[src/rtl/ex_mem_stage.sv]
// EX/MEM pipeline register sitting directly behind the core ALU.
// Registers the execute result and memory-op decode, forms the aligned
// data-memory request (byte enables plus lane-replicated store data) and
// provides a forwarding tap for the execute bypass muxes.
// Optional build macro: EX_MEM_MISALIGN_TRAP_EN
//   defined   -> misaligned half/word accesses raise misalign and are
//                suppressed (no read, no write, no writeback).
//   undefined -> misalign tied 0; halfword uses a[1], word ignores a[1:0].
module ex_mem_stage #(
  parameter int XLEN       = 32,
  parameter int REG_ADDR_W = 5
) (
  input  logic                  clk,
  input  logic                  rst_n,
  input  logic                  ex_valid,
  output logic                  ex_ready,
  input  logic [XLEN-1:0]       alu_out,
  input  logic [XLEN-1:0]       rs2_data,
  input  logic [2:0]            funct3,
  input  logic                  is_load,
  input  logic                  is_store,
  input  logic                  reg_we,
  input  logic [REG_ADDR_W-1:0] rd,
  input  logic                  flush,
  output logic                  mem_valid,
  input  logic                  mem_ready,
  output logic [XLEN-1:0]       dmem_addr,
  output logic                  dmem_re,
  output logic [3:0]            dmem_we,
  output logic [XLEN-1:0]       dmem_wdata,
  output logic [2:0]            mem_funct3,
  output logic                  wb_we,
  output logic [REG_ADDR_W-1:0] wb_rd,
  output logic                  fwd_valid,
  output logic [XLEN-1:0]       fwd_data,
  output logic                  misalign
);

  logic                  mem_valid_reg;
  logic [XLEN-1:0]       addr_reg;
  logic [XLEN-1:0]       wdata_reg;
  logic [3:0]            we_reg;
  logic                  re_reg;
  logic [2:0]            funct3_reg;
  logic                  wb_we_reg;
  logic [REG_ADDR_W-1:0] rd_reg;

  logic [1:0]            a;
  logic [3:0]            we_next;
  logic                  re_next;
  logic [XLEN-1:0]       wdata_next;
  logic                  wb_we_next;
  logic                  mis_next;
  logic                  load_en;

  // A new instruction can enter whenever the slot is empty or draining.
  assign ex_ready = ~mem_valid_reg | mem_ready;
  assign load_en  = ex_valid & ex_ready & ~flush;

  // Decode the incoming instruction into the aligned memory request.
  always_comb begin
    a          = alu_out[1:0];
    we_next    = 4'b0000;
    re_next    = 1'b0;
    wdata_next = '0;
    mis_next   = 1'b0;
`ifdef EX_MEM_MISALIGN_TRAP_EN
    if (is_load) begin
      mis_next = (((funct3 == 3'b001) || (funct3 == 3'b101)) && a[0]) ||
                 ((funct3 == 3'b010) && (a != 2'b00));
    end else if (is_store) begin
      mis_next = ((funct3 == 3'b001) && a[0]) ||
                 ((funct3 == 3'b010) && (a != 2'b00));
    end
`endif
    if (is_load) begin
      // Load wins over a simultaneous store flag.
      re_next = 1'b1;
    end else if (is_store) begin
      case (funct3)
        3'b000: begin
          wdata_next = {4{rs2_data[7:0]}};
          we_next    = 4'b0001 << a;
        end
        3'b001: begin
          wdata_next = {2{rs2_data[15:0]}};
          we_next    = 4'b0011 << {a[1], 1'b0};
        end
        3'b010: begin
          wdata_next = rs2_data;
          we_next    = 4'b1111;
        end
        default: begin
          wdata_next = '0;
          we_next    = 4'b0000;
        end
      endcase
    end
    if (mis_next) begin
      re_next = 1'b0;
      we_next = 4'b0000;
    end
    wb_we_next = reg_we & (rd != '0) & ~mis_next;
  end

  // Pipeline register: flush kills, load captures, drain empties, stall holds.
  always_ff @(posedge clk or negedge rst_n) begin
    if (!rst_n) begin
      mem_valid_reg <= 1'b0;
      addr_reg      <= '0;
      wdata_reg     <= '0;
      we_reg        <= 4'b0000;
      re_reg        <= 1'b0;
      funct3_reg    <= 3'b000;
      wb_we_reg     <= 1'b0;
      rd_reg        <= '0;
    end else if (flush || (ex_ready && !load_en)) begin
      mem_valid_reg <= 1'b0;
      we_reg        <= 4'b0000;
      re_reg        <= 1'b0;
      wb_we_reg     <= 1'b0;
    end else if (load_en) begin
      mem_valid_reg <= 1'b1;
      addr_reg      <= alu_out;
      wdata_reg     <= wdata_next;
      we_reg        <= we_next;
      re_reg        <= re_next;
      funct3_reg    <= funct3;
      wb_we_reg     <= wb_we_next;
      rd_reg        <= rd;
    end
  end

`ifdef EX_MEM_MISALIGN_TRAP_EN
  logic misalign_reg;

  // Misalign flag travels with the instruction and drops with mem_valid.
  always_ff @(posedge clk or negedge rst_n) begin
    if (!rst_n) begin
      misalign_reg <= 1'b0;
    end else if (flush || (ex_ready && !load_en)) begin
      misalign_reg <= 1'b0;
    end else if (load_en) begin
      misalign_reg <= mis_next;
    end
  end

  assign misalign = misalign_reg;
`else
  assign misalign = 1'b0;
`endif

  assign mem_valid  = mem_valid_reg;
  assign dmem_addr  = addr_reg;
  assign dmem_re    = re_reg;
  assign dmem_we    = we_reg;
  assign dmem_wdata = wdata_reg;
  assign mem_funct3 = funct3_reg;
  assign wb_we      = wb_we_reg;
  assign wb_rd      = rd_reg;
  assign fwd_valid  = mem_valid_reg & wb_we_reg & ~re_reg;
  assign fwd_data   = addr_reg;

endmodule

[config.mk]
export PLATFORM = sky130hd
export DESIGN_NAME = ex_mem_stage
export DESIGN_NICKNAME = d
export VERILOG_FILES = /design/src/rtl/ex_mem_stage.sv
export SDC_FILE = /design/constraint.sdc
export NUM_CORES = 1
export LEC_CHECK = 0
export CAP_MARGIN = 40
export CORE_UTILIZATION = 40
export CTS_CLUSTER_DIAMETER = 150
export DETAILED_ROUTE_END_ITERATION = 10
export DONT_BUFFER_PORTS = 1
export PLACE_DENSITY = 0.65
export SYNTH_ARGS = -nofsm -noshare
export SYNTH_HDL_FRONTEND = slang
export SYNTH_SLANG_ARGS = --single-unit
[constraint.sdc]
create_clock -name clk -period 3 [get_ports clk]
set_input_delay 0.6 -clock clk [delete_from_list [all_inputs] [get_ports clk]]
set_output_delay 0.6 -clock clk [all_outputs]
set_load 0.005 [all_outputs]
## Word-level counts from Yosys, hierarchy flattened

Index checks and enable logic that the tools add are counted.

- Register bits after elaboration: 79
- Latch bits: 0
- RAM bits: 0
- Bits in read-only memories: 0
- Bits of input ports: 80
- Memories kept: 0

- $add $sub $neg: 0
- $mul: 0
- Divide/modulo/power cells: 0
- Magnitude comparators: 0
- Eq/ne operators: 2
- Shift-type cells: 2
- Multiplexer cells: 15
- Bitwise operators: 10
- Reductions and logical operators: 7

Operators by type and width:

| kind | number |
|---|---|
| case mux 32 bit (3 select lines) | 1 |
| 2-to-1 mux 32 bit | 2 |
| 2-to-1 mux 4 bit | 4 |
| case mux 4 bit (3 select lines) | 1 |
| 2-to-1 mux 1 bit | 7 |
| AND 1 bit | 5 |
| nonzero test 5 bit | 1 |
| NOT 1 bit | 4 |
| << shifter 1 x 2 -> 4 bit, first input constant | 1 |
| << shifter 2 x 2 -> 4 bit, first input constant | 1 |
| == test 3 x 1 -> 1 bit, second input constant | 1 |
| == test 3 x 2 -> 1 bit, second input constant | 1 |
| logical NOT 3 bit | 1 |
| AND reduction 2 bit | 1 |
| nonzero test 2 bit | 1 |
| logical AND 1 bit | 1 |
| logical NOT 1 bit | 1 |
| logical OR 1 bit | 1 |
| bitwise OR 1 bit | 1 |

## Longest topological paths before layout

- Depth after elaboration: 9
- Gate-level depth with buffers: 6

## Least setup slack after synthesis

No wires, ideal clock.

- Path kind: input -> register
- Start: input flush
- End: register addr_reg[10] (netlist: dmem_addr[10])
- Setup time: 0.127 ns
- Data arrival time: 1.461 ns
- Data required time: 2.873 ns
- Slack: 1.412 ns
- Stages: 4
- Path through: nand2b_2 -> nor2_8 -> buf_6 -> mux2_1

- Word-level cells in the longest chain between the ends: 7

RTL lines:

| what | RTL line | text |
|---|---|---|
| start: declaration | 24 | `input logic flush,` |
| NOT 1 bit | 58 | `assign load_en = ex_valid & ex_ready & ~flush;` |
| AND 1 bit | 58 |  |
| logical NOT 1 bit | 117 | `end else if (flush \|\| (ex_ready && !load_en)) begin` |
| logical AND 1 bit | 117 |  |
| logical OR 1 bit | 117 |  |
| NOT 1 bit (no line) | - |  |
| AND reduction 2 bit (no line) (*) | - |  |
| end signal: assignment | 124 | `addr_reg <= alu_out;` |
| end: declaration | 40 | `logic [XLEN-1:0] addr_reg;` |

Mark *: on every way between the ends. The rest lies on a longest branch, timed or not.
A chain may end at the register's enable or synchronous reset.

## Final worst setup path

- Start: register mem_valid_reg (netlist: mem_valid)
- End: register funct3_reg[2] (netlist: mem_funct3[2])

- Word-level cells in the longest chain between the ends: 9

RTL lines:

| what | RTL line | text |
|---|---|---|
| start: declaration | 39 | `logic mem_valid_reg;` |
| start signal: assignment | 109 | `mem_valid_reg <= 1'b0;` |
| start signal: assignment | 118 | `mem_valid_reg <= 1'b0;` |
| start signal: assignment | 123 | `mem_valid_reg <= 1'b1;` |
| NOT 1 bit (*) | 57 | `assign ex_ready = ~mem_valid_reg \| mem_ready;` |
| bitwise OR 1 bit (*) | 57 |  |
| via ex_ready | 16 | `output logic ex_ready,` |
| AND 1 bit (2 in series) | 58 |  |
| logical NOT 1 bit | 117 |  |
| logical AND 1 bit | 117 |  |
| logical OR 1 bit | 117 |  |
| NOT 1 bit (no line) | - |  |
| AND reduction 2 bit (no line) (*) | - |  |
| end signal: assignment | 128 | `funct3_reg <= funct3;` |
| end: declaration | 44 | `logic [2:0] funct3_reg;` |

The timed path passes the listed nets; every way through them passes the cells marked *.

==> flow_summary.yaml <==
synthesis:
  synth_enable_flop_cells: 0
  synth-warning-count: 0
  ys.flop_type: "dfrtp_1"
  synth_area_leaders: "dfrtp_1 (51%), mux2_1 (7.2%), buf_4 (6.7%)"
  synth_cells: 323
  yosysUniqueCellTypes: 38
  syn_avg_cell_area_sq_um: 12.1
  synth_area_leader_cell: "dfrtp_1"
  async_reset_ff_frac: 1.00
  synth_area_sq_um: 3910
  synth-seq-cells: 79
  yosysSeqAreaShare: 0.505
  syn_nets: 403
  synth_top_cell_area_share: 0.505
timing:
  relSlewSlack: 0.501
  finalSetupTns_ns: 0
  fin_crit_ns: 1.80
  rsz0062_at_grt: "no"
  setup_violations: 0
  worst_pin_slew_ns: 0.746
  fmax_mhz: 555
  finalCritPeriodShare: 0.601
  fin_worst_skew_ns: 0.00907
  maxSlewViolCount: 0
  hold_viol: 0
drt:
  drc: 0
  drtAntennaViolNets: 0
  dr.pass1.iters: 4
  drtIter0Drc: 83
  via_count: 2362
  routedWlPerCell_microns: 21.7
  wl_microns: 9000
  viasPerCell: 5.71
power:
  power.switching_uw: 612
  clkPwrFrac: 0.357
  p_leak_uw: 0.00169
  p_comb_frac: 0.103
  swShare: 0.255
  ir_drop_uv: 227
  p_per_area_nw_per_um2: 612
  p_int_uw: 1790
  sequentialPowerShare: 0.540
final_layout:
  antenna_cells_inserted: 0
  final_cell_area_sq_um: 3920
  num-nets-final: 361
  layout_common_cells: "dfrtp_1 (79), mux2_1 (25), o21ai_0 (24), o31ai_1 (24)"
  fin_cells: 414
  final_common_cell: "dfrtp_1"
  syn_to_final_growth_pct: 0.256
  n_fill_cell: 919
  final_layout_size_suffix_gt1_frac: 0.137
critical_path:
  worstSetupPathType: "reg -> reg"
  r2r_start: "mem_valid"
  reg2reg_slack_ns: 1.20
  endpoint: "mem_funct3[2]"
  cp.arrival_ns: 2.03
  r2r-end: "mem_funct3[2]"
  cp.required_ns: 3.23
  r2r.worst_path.cells: 4
  cp-end-kind: "flop"
  worstSetupStartpoint: "mem_valid"
  crit_fanout: 43
  start_kind: "flop"
placement:
  dpl.hpwl_microns: 6280
  place_congestion: 0.727
  numPortBuffers: 0
  dpl.cell_count: 398
  placedInstanceArea_sq_um: 3680
global_routing:
  grt_pass1_wl_microns: 13500
  grt_antenna_before_repair: 0
  grt_pass1_vias: 2452
  grt_use_total: 0.176
  grt_max_degree: 80
  overflow: 0
run_status:
  status: "finished clean"
floorplanning:
  fp.dieH_microns: 101
  die_x_microns: 101
  die_area_sq_um: 10200
  rows: 35
  core_area_sq_um: 9370
  num_io_pins: 194
  start_util: 0.418
clock_tree:
  clk_latency_ns: 0.35
  clock_path_buffers: 2
  cts_root_buf: "clkbuf_8"
  numCtsBuffers: 9
  cts.sinks: 79
  cts_max_level: 3
  cts_tree: "built"
  cts_resized: 0
  cts_hold_buf: 1
  cts.reportedPaths.clkPinSlew_ns: 0.08
  postCtsSetupBuffers: 0
flow_run:
  maxCapViolCount: 0
hold_path:
  hp-class: "in -> async"
-- cell usage after synthesis, types with 4 or more instances --
cell type and n:
a21oi_1 9, a2bb2oi_1 16, a32o_1 4, buf_2 4, buf_4 35, buf_6 6
clkbuf_1 9, dfrtp_1 79, mux2_1 25, mux2_2 8, mux2_4 7, mux2i_1 16
nand2_1 4, nand3_1 9, nor2_1 6, nor2b_1 10, o21ai_0 24, o2bb2ai_1 8
o31ai_1 24
-- area by class of cell --
class                   instances  area (sq um)  area share
inverters                       2          12.5     0.00319
clock buffers                  11           141      0.0360
multi-input cells             185          1510       0.385
well taps                     129           161      0.0411
flip-flops and latches         79          1980       0.504
repair buffers                  4          50.0      0.0128
clock inverters                 4          70.1      0.0179
-- power by group through the flow --
stage	registers (uW)	logic [uW]	clock network [uW]
5_1_grt	1320	274	931
2_1_floorplan	1270	330	0
6_report	1300	247	856
4_1_cts	1300	251	887
3_5_place_dp	1320	225	0
3_3_place_gp	1320	214	0
-- stage by stage --
| stage | hold WS (ns) | utilization | worst slack, ns | power [uW] |
|---|---|---|---|---|
| detailed placement | 0.307 | 0.393 | 0.871 | 1540 |
| floorplan | 0.304 | - | 1.41 | 1600 |
| global placement | 0.306 | 0.393 | 0.932 | 1530 |
| global route | 0.148 | 0.419 | 1.08 | 2530 |
| CTS | 0.153 | 0.419 | 1.17 | 2440 |
| finish | 0.137 | 0.419 | 1.20 | 2400 |
-- cells by family (layout without fill, tap and decap cells) --
family                 count (synthesis)  after routing  synth area share
buffers and inverters                 59             21             0.109
multiplexers                          56             56             0.163
other                                  1              1          0.000958
AO/OA/AOI/OAI                         90             90             0.163
AND/OR/NAND/NOR                       38             38            0.0591
flip-flops                            79             79             0.505
-- critical path: stages, from the launching register on --
cell,delay (ns)
dfrtp_1,0.42
nor2b_4,0.33
inv_6,0.10
nand2_4,0.43
mux2_2,0.40
-- per-layer routing --
metal  share of wire  track usage  vias up  wire length (microns)
li1                -            -     1052                      -
met1            0.39        0.197     1152                   3510
met2            0.47        0.285      134                   4250
met3            0.11       0.0770       24                    946
met4           0.033       0.0892        0                    299
met5               0            0        -                      0
-- worst min path at each step --
stage,start,end,slack [ns],depth (start not counted)
2_1_floorplan,rst_n,dmem_addr[0],0.30,0
3_3_place_gp,rst_n,dmem_addr[31],0.31,0
3_5_place_dp,rst_n,dmem_addr[20],0.31,0
4_1_cts,rst_n,dmem_addr[12],0.15,1
5_1_grt,rst_n,dmem_addr[22],0.15,1
6_report,rst_n,dmem_addr[22],0.14,1
(Power assumes the default switching activity.)
